## src/rtl/button_link_pkg.sv

```systemverilog
// Shared types and constants for the host-link button frame decoder.
// A frame is SYNC, P0, P1, P2, CHK with CHK = P0 ^ P1 ^ P2.
package button_link_pkg;

   localparam logic [7:0]  SYNC_BYTE_DEFAULT = 8'hB5;
   localparam int unsigned FRAME_LEN         = 5;
   localparam int unsigned BUTTON_W          = 24;

   typedef enum logic [2:0] {
      HUNT    = 3'd0,
      GET_P0  = 3'd1,
      GET_P1  = 3'd2,
      GET_P2  = 3'd3,
      GET_CHK = 3'd4
   } link_state_e;

   // Field order makes the struct bit-identical to the {P2,P1,P0} button vector.
   typedef struct packed {
      logic [7:0] p2;
      logic [7:0] p1;
      logic [7:0] p0;
   } button_payload_t;

   function automatic logic [7:0] payload_chk(input button_payload_t p);
      return p.p0 ^ p.p1 ^ p.p2;
   endfunction

endpackage

```

## src/rtl/link_timeout_counter.sv

```systemverilog
// Saturating idle counter: expired is high in the LIMIT-th consecutive enabled
// cycle after a restart and stays high until restarted. LIMIT = 0 disables it.
module link_timeout_counter #(
   parameter int unsigned LIMIT = 1
) (
   input  logic clk,
   input  logic rst,
   input  logic restart,
   input  logic enable,
   output logic expired
);

   localparam int unsigned CW     = (LIMIT < 2) ? 1 : $clog2(LIMIT);
   localparam int unsigned TERM_I = (LIMIT == 32'd0) ? 32'd0 : LIMIT - 32'd1;
   localparam logic [CW-1:0] TERM = CW'(TERM_I);
   localparam bit ACTIVE          = (LIMIT != 32'd0);

   logic [CW-1:0] cnt;
   logic [CW-1:0] cnt_next;
   logic          expired_next;

   // Flag is raised one count early so the consumer acts on the LIMIT-th cycle edge.
   always_comb begin
      cnt_next     = cnt;
      expired_next = 1'b0;
      if (restart) begin
         cnt_next = '0;
      end else if (enable && (cnt != TERM)) begin
         cnt_next = cnt + CW'(1);
      end
      if (ACTIVE && enable) begin
         expired_next = (cnt_next == TERM);
      end
   end

   always_ff @(posedge clk) begin
      if (rst) begin
         cnt     <= '0;
         expired <= 1'b0;
      end else begin
         cnt     <= cnt_next;
         expired <= expired_next;
      end
   end

endmodule

```

## src/rtl/button_frame_decoder.sv

```systemverilog
// Decodes 5-byte button frames from the host link into a held 24-bit button
// vector, with inter-byte timeout and a hold watchdog that releases stale buttons.
module button_frame_decoder
   import button_link_pkg::*;
#(
   parameter logic [7:0]  SYNC_BYTE    = SYNC_BYTE_DEFAULT,
   parameter int unsigned BYTE_TIMEOUT = 1_200_000,
   parameter int unsigned HOLD_TIMEOUT = 12_000_000
) (
   input  logic                clk,
   input  logic                rst,
   input  logic [7:0]          rx_data,
   input  logic                rx_valid,
   output logic                rx_ready,
   output logic [BUTTON_W-1:0] buttons,
   output logic                frame_ok,
   output logic                frame_err
);

   link_state_e     state;
   button_payload_t payload;

   logic accept_c;
   logic chk_match_c;
   logic good_frame_c;
   logic byte_enable_c;
   logic byte_timeout_c;
   logic byte_restart_c;
   logic byte_expired;
   logic hold_expired;

   assign accept_c       = rx_valid & rx_ready;
   assign chk_match_c    = (rx_data == payload_chk(payload));
   assign good_frame_c   = accept_c & (state == GET_CHK) & chk_match_c;
   assign byte_enable_c  = (state != HUNT);
   // An accepted byte in the expiry cycle beats the timeout.
   assign byte_timeout_c = byte_expired & byte_enable_c & ~accept_c;
   assign byte_restart_c = accept_c | ~byte_enable_c | byte_timeout_c;

   link_timeout_counter #(
      .LIMIT(BYTE_TIMEOUT)
   ) u_byte_timeout (
      .clk    (clk),
      .rst    (rst),
      .restart(byte_restart_c),
      .enable (byte_enable_c),
      .expired(byte_expired)
   );

   link_timeout_counter #(
      .LIMIT(HOLD_TIMEOUT)
   ) u_hold_watchdog (
      .clk    (clk),
      .rst    (rst),
      .restart(good_frame_c),
      .enable (1'b1),
      .expired(hold_expired)
   );

   // Frame FSM; a good frame later in this block overrides the watchdog clear.
   always_ff @(posedge clk) begin
      if (rst) begin
         state     <= HUNT;
         payload   <= '0;
         buttons   <= '0;
         frame_ok  <= 1'b0;
         frame_err <= 1'b0;
         rx_ready  <= 1'b0;
      end else begin
         rx_ready  <= 1'b1;
         frame_ok  <= 1'b0;
         frame_err <= 1'b0;
         if (hold_expired) begin
            buttons <= '0;
         end
         if (accept_c) begin
            case (state)
               HUNT: begin
                  if (rx_data == SYNC_BYTE) begin
                     state   <= GET_P0;
                     payload <= '0;
                  end
               end
               GET_P0: begin
                  payload.p0 <= rx_data;
                  state      <= GET_P1;
               end
               GET_P1: begin
                  payload.p1 <= rx_data;
                  state      <= GET_P2;
               end
               GET_P2: begin
                  payload.p2 <= rx_data;
                  state      <= GET_CHK;
               end
               GET_CHK: begin
                  state <= HUNT;
                  if (chk_match_c) begin
                     buttons  <= payload;
                     frame_ok <= 1'b1;
                  end else begin
                     frame_err <= 1'b1;
                  end
               end
               default: begin
                  state <= HUNT;
               end
            endcase
         end else if (byte_timeout_c) begin
            state     <= HUNT;
            payload   <= '0;
            frame_err <= 1'b1;
         end
      end
   end

endmodule

```

## config.mk

```make
export PLATFORM = sky130hd
export DESIGN_NAME = button_frame_decoder
export DESIGN_NICKNAME = d
export VERILOG_FILES = /design/src/rtl/button_link_pkg.sv /design/src/rtl/link_timeout_counter.sv /design/src/rtl/button_frame_decoder.sv
export SDC_FILE = /design/constraint.sdc
export NUM_CORES = 1
export LEC_CHECK = 0
export BUFFER_PORTS_ARGS = -buffer_cell sky130_fd_sc_hd__buf_4
export CORE_MARGIN = 5
export CORE_UTILIZATION = 45
export CTS_CLUSTER_SIZE = 12
export DETAILED_ROUTE_END_ITERATION = 7
export HOLD_SLACK_MARGIN = 0.06
export PLACE_DENSITY = 0.73
export SLEW_MARGIN = 20
export SYNTH_ARGS = -nofsm -noshare
export SYNTH_HDL_FRONTEND = slang
export SYNTH_SLANG_ARGS = --single-unit
```

## constraint.sdc

```tcl
create_clock -name clk -period 2.8 [get_ports clk]
set_clock_uncertainty 0.2 [all_clocks]
set_input_delay 0.42 -clock clk [delete_from_list [all_inputs] [get_ports clk]]
set_output_delay 0.42 -clock clk [all_outputs]
set_load 0.05 [all_outputs]
```

* Word level (Yosys, flattened, before mapping) *
Index checks and enable logic that the tools add are counted.
Widths: inputs -> output; s select.

storage, ports and cells
  register bits after elaboration = 101

operators by class
  add/sub/neg operators = 2
  equal/unequal tests = 14
  multiplexer cells = 24
  bitwise operators = 12
  reductions and logical operators = 10

operator list
  operator               number
  $mux 24                9
  $pmux 8 s2             3
  $mux 21                2
  $add 24x1->24 const B  1
  $eq 24x24->1 const B   1
  $ne 24x24->1 const B   1
  $add 21x1->21 const B  1
  $eq 21x21->1 const B   1
  $ne 21x21->1 const B   1
  $xor 8x8->8            2
  $pmux 3 s4             1
  $mux 3                 3
  $ne 3x1->1 const B     3
  $reduce_and 3->1       3
  $eq 8x8->1             1
  $eq 8x8->1 const B     1
  $eq 3x2->1 const B     2
  $mux 1                 6
  $and 1x1->1            5
  $eq 3x1->1 const B     1
  $eq 3x3->1 const B     1
  $logic_not 3->1        1
  $ne 3x3->1 const B     1
  $not 1->1              3
  other kinds (7)        8

* Logic depth before layout (Yosys ltp) *
Gate-level depths: netlist of the first run.

  word-level depth = 6
  mapped depth = 8
  depth with buffers taken out = 7

* Cells and area by module *
A second synthesis of the first run with hierarchy kept.

second synthesis, totals
  cell total of the unflattened synthesis = 594
  area, all modules = 5154.9 sq um

modules (own cells, without submodules)
  module                                  times used  cells an instance  area an instance (sq um)
  button_frame_decoder                    1           252                2344.7
  link_timeout_counter (u_hold_watchdog)  1           195                1500.2
  link_timeout_counter (u_byte_timeout)   1           147                1310.0

* Worst setup path after synthesis of the first run *
Ideal clock, no wire load.

  path type = flip-flop to flip-flop
  start = register rx_ready
  end = register buttons[0]
  setup time = 0.117 ns
  data arrival time = 2.059 ns
  data required time = 2.483 ns
  setup slack = 0.424 ns
  cell stages (with the launch flop) = 7
  cell sequence = dfxtp_1 nand2_2 nor4b_1 a31o_2 nor2_2 buf_6 a22o_1

on the way
  word-level cells in the longest chain between the ends = 2

ends and longest elaborated chain
  item                    RTL line                    text
  from (decl)             button_frame_decoder.sv:14  output logic rx_ready,
  from (signal assigned)  button_frame_decoder.sv:68  rx_ready <= 1'b0;
  from (signal assigned)  button_frame_decoder.sv:70  rx_ready <= 1'b1;
  $and 1x1->1             button_frame_decoder.sv:32  assign accept_c = rx_valid & rx_ready;
  $mux 24                 button_frame_decoder.sv:76  if (accept_c) begin
  to (signal assigned)    button_frame_decoder.sv:99  buttons <= payload;
  to (decl)               button_frame_decoder.sv:15  output logic [BUTTON_W-1:0] buttons,

No other way between the ends.
A chain may end at the register's enable or synchronous reset.

* Worst setup path after layout of the first run *
  start = register u_hold_watchdog.cnt[0]
  end = register u_hold_watchdog.expired

on the way
  word-level cells in the longest chain between the ends = 4
  elaborated cells between the ends (all ways) = 5
  classes of those cells = add/sub: 1; eq/ne: 2; mux: 2

ends and longest elaborated chain
  item                                           RTL line                                                text
  from (decl)                                    link_timeout_counter.sv:18                              logic [CW-1:0] cnt;
  from (signal assigned)                         link_timeout_counter.sv:41                              cnt <= cnt_next;
  $add 24x1->24 or $ne 24x24->1 (tied branches)  link_timeout_counter.sv:29, link_timeout_counter.sv:28
  $mux 24 *                                      link_timeout_counter.sv:28                              end else if (enable && (cnt != TERM)) begin
  $mux 24 *                                      link_timeout_counter.sv:26                              if (restart) begin
  $eq 24x24->1 *                                 link_timeout_counter.sv:32                              expired_next = (cnt_next == TERM);
  to (signal assigned)                           link_timeout_counter.sv:42                              expired <= expired_next;
  to (decl)                                      link_timeout_counter.sv:10                              output logic expired

Every way passes the cells marked *; elsewhere a longest branch is shown, timed or not.

==> out/metrics.yaml, run 1 <==
cells_and_area:
  fin_util_pct: 51.0
  antenna_cells: 0
  area_growth_pct: 12.3
  fin_cells: 700
  layout-drive-gt1-share_pct: 16.6
  stdcell_area_um2: 5460
  finish.net_count: 568
critical_path:
  end_kind: "flip-flop"
  worstPathArrival_ns: 2.58
  path_cells: "ha_1, nand4_1, nor4_4, nand4_1, a22oi_1, nand4_1, nor4_2"
  cpMaxStageDelayCell: "nor4_4"
  crit_type: "flip-flop to flip-flop"
  worstSetupStartpointType: "flip-flop"
  worstPathMaxFanout: 7
  crit_required_ns: 2.89
  cpMostUsedCell: "nand4_1"
  max_stage_delay_ns: 0.48
yosys:
  ys_ff_latch: 101
  ys.flop_type: "dfxtp_1"
  synth_xor_area_share_pct: 11.0
  ys_async_sr_fraction_pct: 0
  synthTopCellsByCount: "101 x dfxtp_1, 73 x nor2_1, 38 x xnor2_1"
  synthTopCellsByArea: "dfxtp_1 42%, xnor2_1 6.8%, nor2_1 5.6%, a22o_1 4.3%, xor2_1 4.1%"
  avgSynthCellArea_um2: 9.33
  synth_top_area_share_pct: 41.6
  synth_compound_area_share_pct: 14.6
  yosysMostFrequentCell: "dfxtp_1"
  muxShareOfSynthArea_pct: 0.412
  synth_top_area_cell: "dfxtp_1"
  yosys_warnings: 0
  syn_area_um2: 4860
  synth-simple-area-share_pct: 28.0
  synth_cell_types: 66
  synth-adder-area-share_pct: 0.515
  syn_inst: 521
  synth_top_family_by_area: "simple AND/OR/NAND/NOR gates"
  synth_fp_nets: 534
  synth_edf_count: 0
  seq_area_frac_synth_pct: 41.6
power_and_ir_drop:
  p_per_area_nw_per_um2: 489
  ir_worst_vdd_mv: 0.291
  p_leak_nw: 1.92
grt:
  overflow: 0
  grt_pass1_wl_um: 19100
  grt_pass1_vias: 3940
  antenna_found_initial: 0
  grtUsageTotal_pct: 18.2
  grt_max_degree: 32
clocking:
  clkSlewWorstSetupHoldPaths_ns: 0.10
  cts_max_level: 3
  numCtsBuffers: 9
  cts_tree: "done"
  clock_sinks: 101
  cts_root_buffer: "clkbuf_8"
  cts_hold_buf: 0
  cts_resized: 0
  postCtsSetupRepairBufs: 0
  cts_buffer_depth: 2
  clk_latency_ns: 0.37
timing:
  hold_viol: 0
  maxSlewHeadroom_pct: 49.4
  fin_crit_ns: 2.48
  rsz0062_at_grt: "false"
  setup_tns_ns: 0
  period_share_pct: 88.7
  worst_slack_ns: 0.315
  tightest_slew_ns: 0.748
  setup_viol: 0
  slew_viol_final: 0
  fmax_mhz: 402
placed_design:
  gp_congestion: 0.901
  dp_cells: 684
  postPlaceCellArea_um2: 5210
  place_ws_ns: 0.338
  hpwl_um: 8200
  port_buffers: 37
die:
  die_h_um: 114
  rows: 38
  core-area_um2: 10700
  die-area_um2: 13000
  initial_core_util_pct: 45.4
  die_x_um: 114
  io-pin-count: 38
drt:
  routed_wl_um: 11500
  drt-vias-per-instance: 5.86
  first_pass_iters: 5
  num_vias: 4099
  drtIter0Drc: 339
  wire_per_inst_um: 16.4
  drc: 0
  drtAntennaViolNets: 0
job:
  drv_cap: 0
status:
  outcome: "finished clean"
min_path:
  worstHoldPathType: "input port to flip-flop"
## sequential cells by signal, summed over array words and instances, names as in the netlist
register,flops
u_hold_watchdog.cnt,24
frame_ok,1
u_byte_timeout.cnt,21
payload,24
frame_err,1
u_byte_timeout.expired,1
state,3
rx_ready,1
buttons,24
u_hold_watchdog.expired,1
## cell families (layout without fill, tap and decap cells)
group                      count (synthesis)  after routing
adders and majority gates                  2              2
muxes                                      2              2
buffers and inverters                     29             68
AOI/OAI and AO/OA                         93             93
xor gates and xnor gates                  61             61
DFF                                      101            101
and+or+nand+nor                          233            233
## worst paths after layout
| check | start | end | slack, ns | cells past startpoint |
|---|---|---|---|---|
| setup / recovery | u_hold_watchdog.cnt[0] | u_hold_watchdog.expired | 0.32 | 7 |
| hold / removal | rx_data[1] | payload[1] | 0.13 | 3 |
| setup reg to reg | u_hold_watchdog.cnt[0] | u_hold_watchdog.expired | 0.32 | 7 |
| hold reg to reg | buttons[19] | buttons[19] | 0.28 | 1 |
## layout by cell type, fill, tap and decap left out, types with 2 or more instances in the layout
master     instances
o21ai_0            7
nor4b_1            2
buf_4             46
nand2_1           30
nor4_4             2
nor4bb_1           2
inv_1              6
clkbuf_8          13
o31ai_1            2
and3_1             9
ha_1               2
nor3b_1            2
nor3_2             2
nand3_2            2
and4b_1            3
o21ai_2            2
and4_4             2
or3_1              3
and4_1             4
xor2_1            23
nand4_1           18
and2_1             4
mux2i_1            2
bufinv_16          2
a31oi_1            3
a22o_1            24
nand3_1           23
nor4_2             6
nor4_1             6
a22oi_1           23
dfxtp_1          101
nor3_1            16
a21oi_1           16
nor2b_1            6
nand3b_1           2
nand2_2            2
xnor2_1           38
nor2_1            73
a211oi_1           4
## layer usage
layer  GRT usage [%]  wire length, µm  up-vias
li1                -                -     1959
met4            7.76              314        0
met2            29.0             5300      140
met1            23.4             5160     1970
met5               0                0        -
met3            4.56              700       30
## power breakdown
part	switching (mW)	internal (mW)
clock network	0.485	0.600
logic	0.0829	0.0448
registers	0.0145	1.44
## through the flow
step / power [mW] / hold WS [ns]
after floorplan: 1.58 / 0.263
final: 2.67 / 0.127
after global placement: 1.62 / 0.258
after CTS: 2.69 / 0.120
after detailed placement: 1.62 / 0.259
after global routing: 2.76 / 0.138
## layout make-up
type                    count  area, µm²
fillers                   998       5240
multi-input cells         391       2650
flip-flops and latches    101       2020
repair buffers             46        345
clock buffers              13        179
well taps                 140        175
clock inverters             3       65.1
inverters                   6       22.5
## critical path: cells and delay by family, from the launching register on
kind	cells	cell delay, ns
flip-flops	1	0.46
AND/OR/NAND/NOR	5	1.27
adder cells (fa/ha/maj)	1	0.31
AO/OA/AOI/OAI	1	0.19
Note: power is estimated with default switching activity, not from simulation.
==> run 2: changes to the inputs <==
--- a/config.mk
+++ b/config.mk
@@ -5,13 +5,14 @@
 export SDC_FILE = /design/constraint.sdc
 export NUM_CORES = 1
 export LEC_CHECK = 0
+export ABC_AREA = 1
 export BUFFER_PORTS_ARGS = -buffer_cell sky130_fd_sc_hd__buf_4
 export CORE_MARGIN = 5
 export CORE_UTILIZATION = 45
 export CTS_CLUSTER_SIZE = 12
 export DETAILED_ROUTE_END_ITERATION = 7
 export HOLD_SLACK_MARGIN = 0.06
-export PLACE_DENSITY = 0.73
+export PLACE_DENSITY = 0.72
 export SLEW_MARGIN = 20
 export SYNTH_ARGS = -nofsm -noshare
 export SYNTH_HDL_FRONTEND = slang
==> run 2 against run 1 <==
Synthesized cell count increased by 70%. Critical endpoint is now u_byte_timeout.expired. Register-to-register slack improved by 0.10 ns. Highest routed layer unchanged. Combinational power increased by 57%. Routed wire length increased by 21%. Non-clock buffer count decreased by 1. Global-route usage increased by 1.3 points. Utilization increased by 1.2 points. Largest cell class unchanged. Design area increased by 16%. Sequential share of layout area decreased by 5.2 points. Hold slack improved by 0.039 ns.
==> out/metrics.yaml, run 2 <==
cells_and_area:
  antenna_cells: 0  # unchanged
  reg.largest.list: "buttons (24), payload (24), u_hold_watchdog.cnt (24)"
  multi_input_area_um2: 3070  # +16%
  final_common_cell: "nand2_1"
  fin_cells: 1091  # +56%
  regArea_um2: 2020  # unchanged
  nFillCells: 1254  # +26%
  fin_util_pct: 52.2  # +1.2 points
  final_cell_mix: "293 x nand2_1, 136 x nor2_1, 101 x dfxtp_1"
  layout-drive-gt1-share_pct: 11.1  # -5.6 points
  finish.net_count: 931  # +64%
  area_growth_pct: 12.8
yosys:
  synth-adder-area-share_pct: 0.444  # -0.070 points
  avgSynthCellArea_um2: 6.37  # -32%
  syn_inst: 884  # +70%
  synth_fp_nets: 897  # +68%
  synth_xor_area_share_pct: 4.98  # -6.0 points
  ys_async_sr_fraction_pct: 0  # unchanged
  synth_top_area_cell: "dfxtp_1"
  synth_top_area_share_pct: 35.9  # -5.7 points
  synth_compound_area_share_pct: 8.29  # -6.3 points
  ys_ff_latch: 101  # unchanged
  synth_edf_count: 0  # unchanged
  muxShareOfSynthArea_pct: 0  # -0.41 points
  synthTopCellsByCount: "293 x nand2_1, 136 x nor2_1, 101 x dfxtp_1"
  synthTopCellsByArea: "dfxtp_1 36%, nand2_1 20%, nor2_1 9.1%, inv_1 6.3%, nand3_1 5.0%"
  seq_area_frac_synth_pct: 35.9  # -5.7 points
  synth_cell_types: 39  # -41%
  synth_top_family_by_area: "simple AND/OR/NAND/NOR gates"
  syn_area_um2: 5630  # +16%
  yosysMostFrequentCell: "nand2_1"
  synth-simple-area-share_pct: 40.8  # +13 points
  yosys_warnings: 0  # unchanged
  ys.flop_type: "dfxtp_1"
critical_path:
  worstSetupStartpointType: "flip-flop"
  crit_type: "flip-flop to flip-flop"
  cpMaxStageDelayCell: "dfxtp_1"
  cpMostUsedCell: "nand2_1"
  worstPathMaxFanout: 18  # +11
  worstPathArrival_ns: 2.48  # -0.10 ns
  end_kind: "flip-flop"
  path_cells: "ha_1, nand2_1, inv_1, nand2_2, inv_2, nand3_4, nand2_8, inv_6, nand2_1, nand3_1, nor2_1, nand2_1, nor2_1, nand2_1, nor2_2"
  crit_required_ns: 2.90  # about the same
  max_stage_delay_ns: 0.44  # -0.04 ns
die:
  io-pin-count: 38  # unchanged
  die_h_um: 122  # +7.0%
  initial_core_util_pct: 46.3  # +0.87 points
  core-area_um2: 12200  # +14%
  die-area_um2: 14900  # +14%
  die_x_um: 122  # +7.0%
  rows: 40  # +5.3%
timing:
  setup_viol: 0  # unchanged
  hold_viol: 0  # unchanged
  fin_crit_ns: 2.38  # -0.103 ns
  rsz0062_at_grt: "false"
  slew_viol_final: 0  # unchanged
  fmax_mhz: 420  # +4.3%
  period_share_pct: 85.1  # -3.7 points
  maxSlewHeadroom_pct: 45.0  # -4.4 points
  setup_tns_ns: 0  # unchanged
  tightest_slew_ns: 0.821  # +0.0722 ns
power_and_ir_drop:
  p_per_area_nw_per_um2: 464  # -5.3%
  clockPowerShare_pct: 43.6  # +3.0 points
  p_sw_share_pct: 24.9  # +3.1 points
  finalPower_mw: 2.94  # +10%
  combPwrFrac_pct: 6.8  # +2.0 points
  pwr-share-seq_pct: 49.6  # -5.0 points
  power.internal_mw: 2.21  # +5.9%
  switchingPower_mw: 0.732  # +26%
  p_leak_nw: 2.55  # +32%
  ir_worst_vdd_mv: 0.279  # -4.2%
drt:
  routed_wl_um: 13900  # +21%
  num_vias: 5357  # +31%
  drt-vias-per-instance: 4.91  # -16%
  drtIter0Drc: 332  # -2.1%
  wire_per_inst_um: 12.7  # -22%
  drtAntennaViolNets: 0  # unchanged
  drc: 0  # unchanged
  first_pass_iters: 4  # -1
clocking:
  clkSlewWorstSetupHoldPaths_ns: 0.07  # -0.03 ns
  numCtsBuffers: 9  # unchanged
  clk_latency_ns: 0.35  # -0.02 ns
  clock_sinks: 101  # unchanged
  cts_buffer_depth: 2  # unchanged
  cts_resized: 0  # unchanged
  cts_max_level: 3  # unchanged
  cts_hold_buf: 0  # unchanged
  cts_tree: "done"
  postCtsSetupRepairBufs: 0  # unchanged
  cts_root_buffer: "clkbuf_16"
grt:
  grt_pass1_vias: 4935  # +25%
  overflow: 0  # unchanged
  grtUsageTotal_pct: 19.5  # +1.3 points
  antenna_found_initial: 0  # unchanged
  grt_max_degree: 54  # +69%
  grt_pass1_wl_um: 23300  # +22%
placed_design:
  dp_cells: 1075  # +57%
  gp_congestion: 0.945  # +4.9%
  hpwl_um: 10200  # +25%
  port_buffers: 37  # unchanged
status:
  outcome: "finished clean"
job:
  drv_cap: 0  # unchanged
min_path:
  worstHoldPathType: "input port to flip-flop"
-- run 2: routing by layer --
layer | part of all wire [%] | up-vias | global-route usage, %
li1 | - | 2817 | -
met1 | 47 | 2401 | 26.1
met2 | 46 | 117 | 31.1
met3 | 5.1 | 22 | 4.32
met4 | 2.1 | 0 | 6.93
met5 | 0 | - | 0
-- run 2: path summary, 6_finish.rpt --
path	start	end	slack, ns	cells after the start
setup / recovery	u_byte_timeout.cnt[0]	u_byte_timeout.expired	0.42	15
hold reg to reg	buttons[20]	buttons[20]	0.26	2
setup reg to reg	u_byte_timeout.cnt[0]	u_byte_timeout.expired	0.42	15
hold / removal	rx_data[2]	payload[10]	0.17	3
-- run 2: through the flow --
| step | setup WS (ns) | hold slack (ns) | instance area, µm² |
|---|---|---|---|
| after global placement | 0.444 | 0.250 | 6040 |
| after floorplan | 0.756 | 0.259 | 5630 |
| final | 0.418 | 0.166 | 6350 |
| after detailed placement | 0.395 | 0.250 | 6040 |
| after CTS | 0.442 | 0.151 | 6350 |
| after global routing | 0.195 | 0.168 | 6350 |
-- run 2: cell type report --
class | count | area share, %
timing repair buffer | 45 | 5.32
clock inverter | 7 | 1.28
multi-input combinational | 655 | 48.3
inverter | 106 | 6.36
tap | 168 | 3.31
clock buffer | 9 | 3.55
sequential | 101 | 31.8
-- run 2: power by group through the flow --
stage                     Clock, mW  Sequential, mW  Combinational, mW
after floorplan                   0            1.49              0.148
after global placement            0            1.49              0.200
after detailed placement          0            1.49              0.200
after CTS                      1.32            1.46              0.202
after global routing           1.39            1.46              0.224
final                          1.28            1.46              0.201
-- run 2: worst max-delay path, delay by kind of cell, from the launching register on --
kind / cells / cell delay, ns
adders and majority gates: 1 / 0.26
buffers and inverters: 3 / 0.29
DFF: 1 / 0.44
and+or+nand+nor: 11 / 1.13
-- run 2: logic make-up (layout without fill, tap and decap cells) --
family,after synthesis,count (layout)
adders and majority gates,2,2
and+or+nand+nor,541,541
xor gates and xnor gates,32,32
DFF,101,101
AOI/OAI and AO/OA,80,80
buffers and inverters,128,167
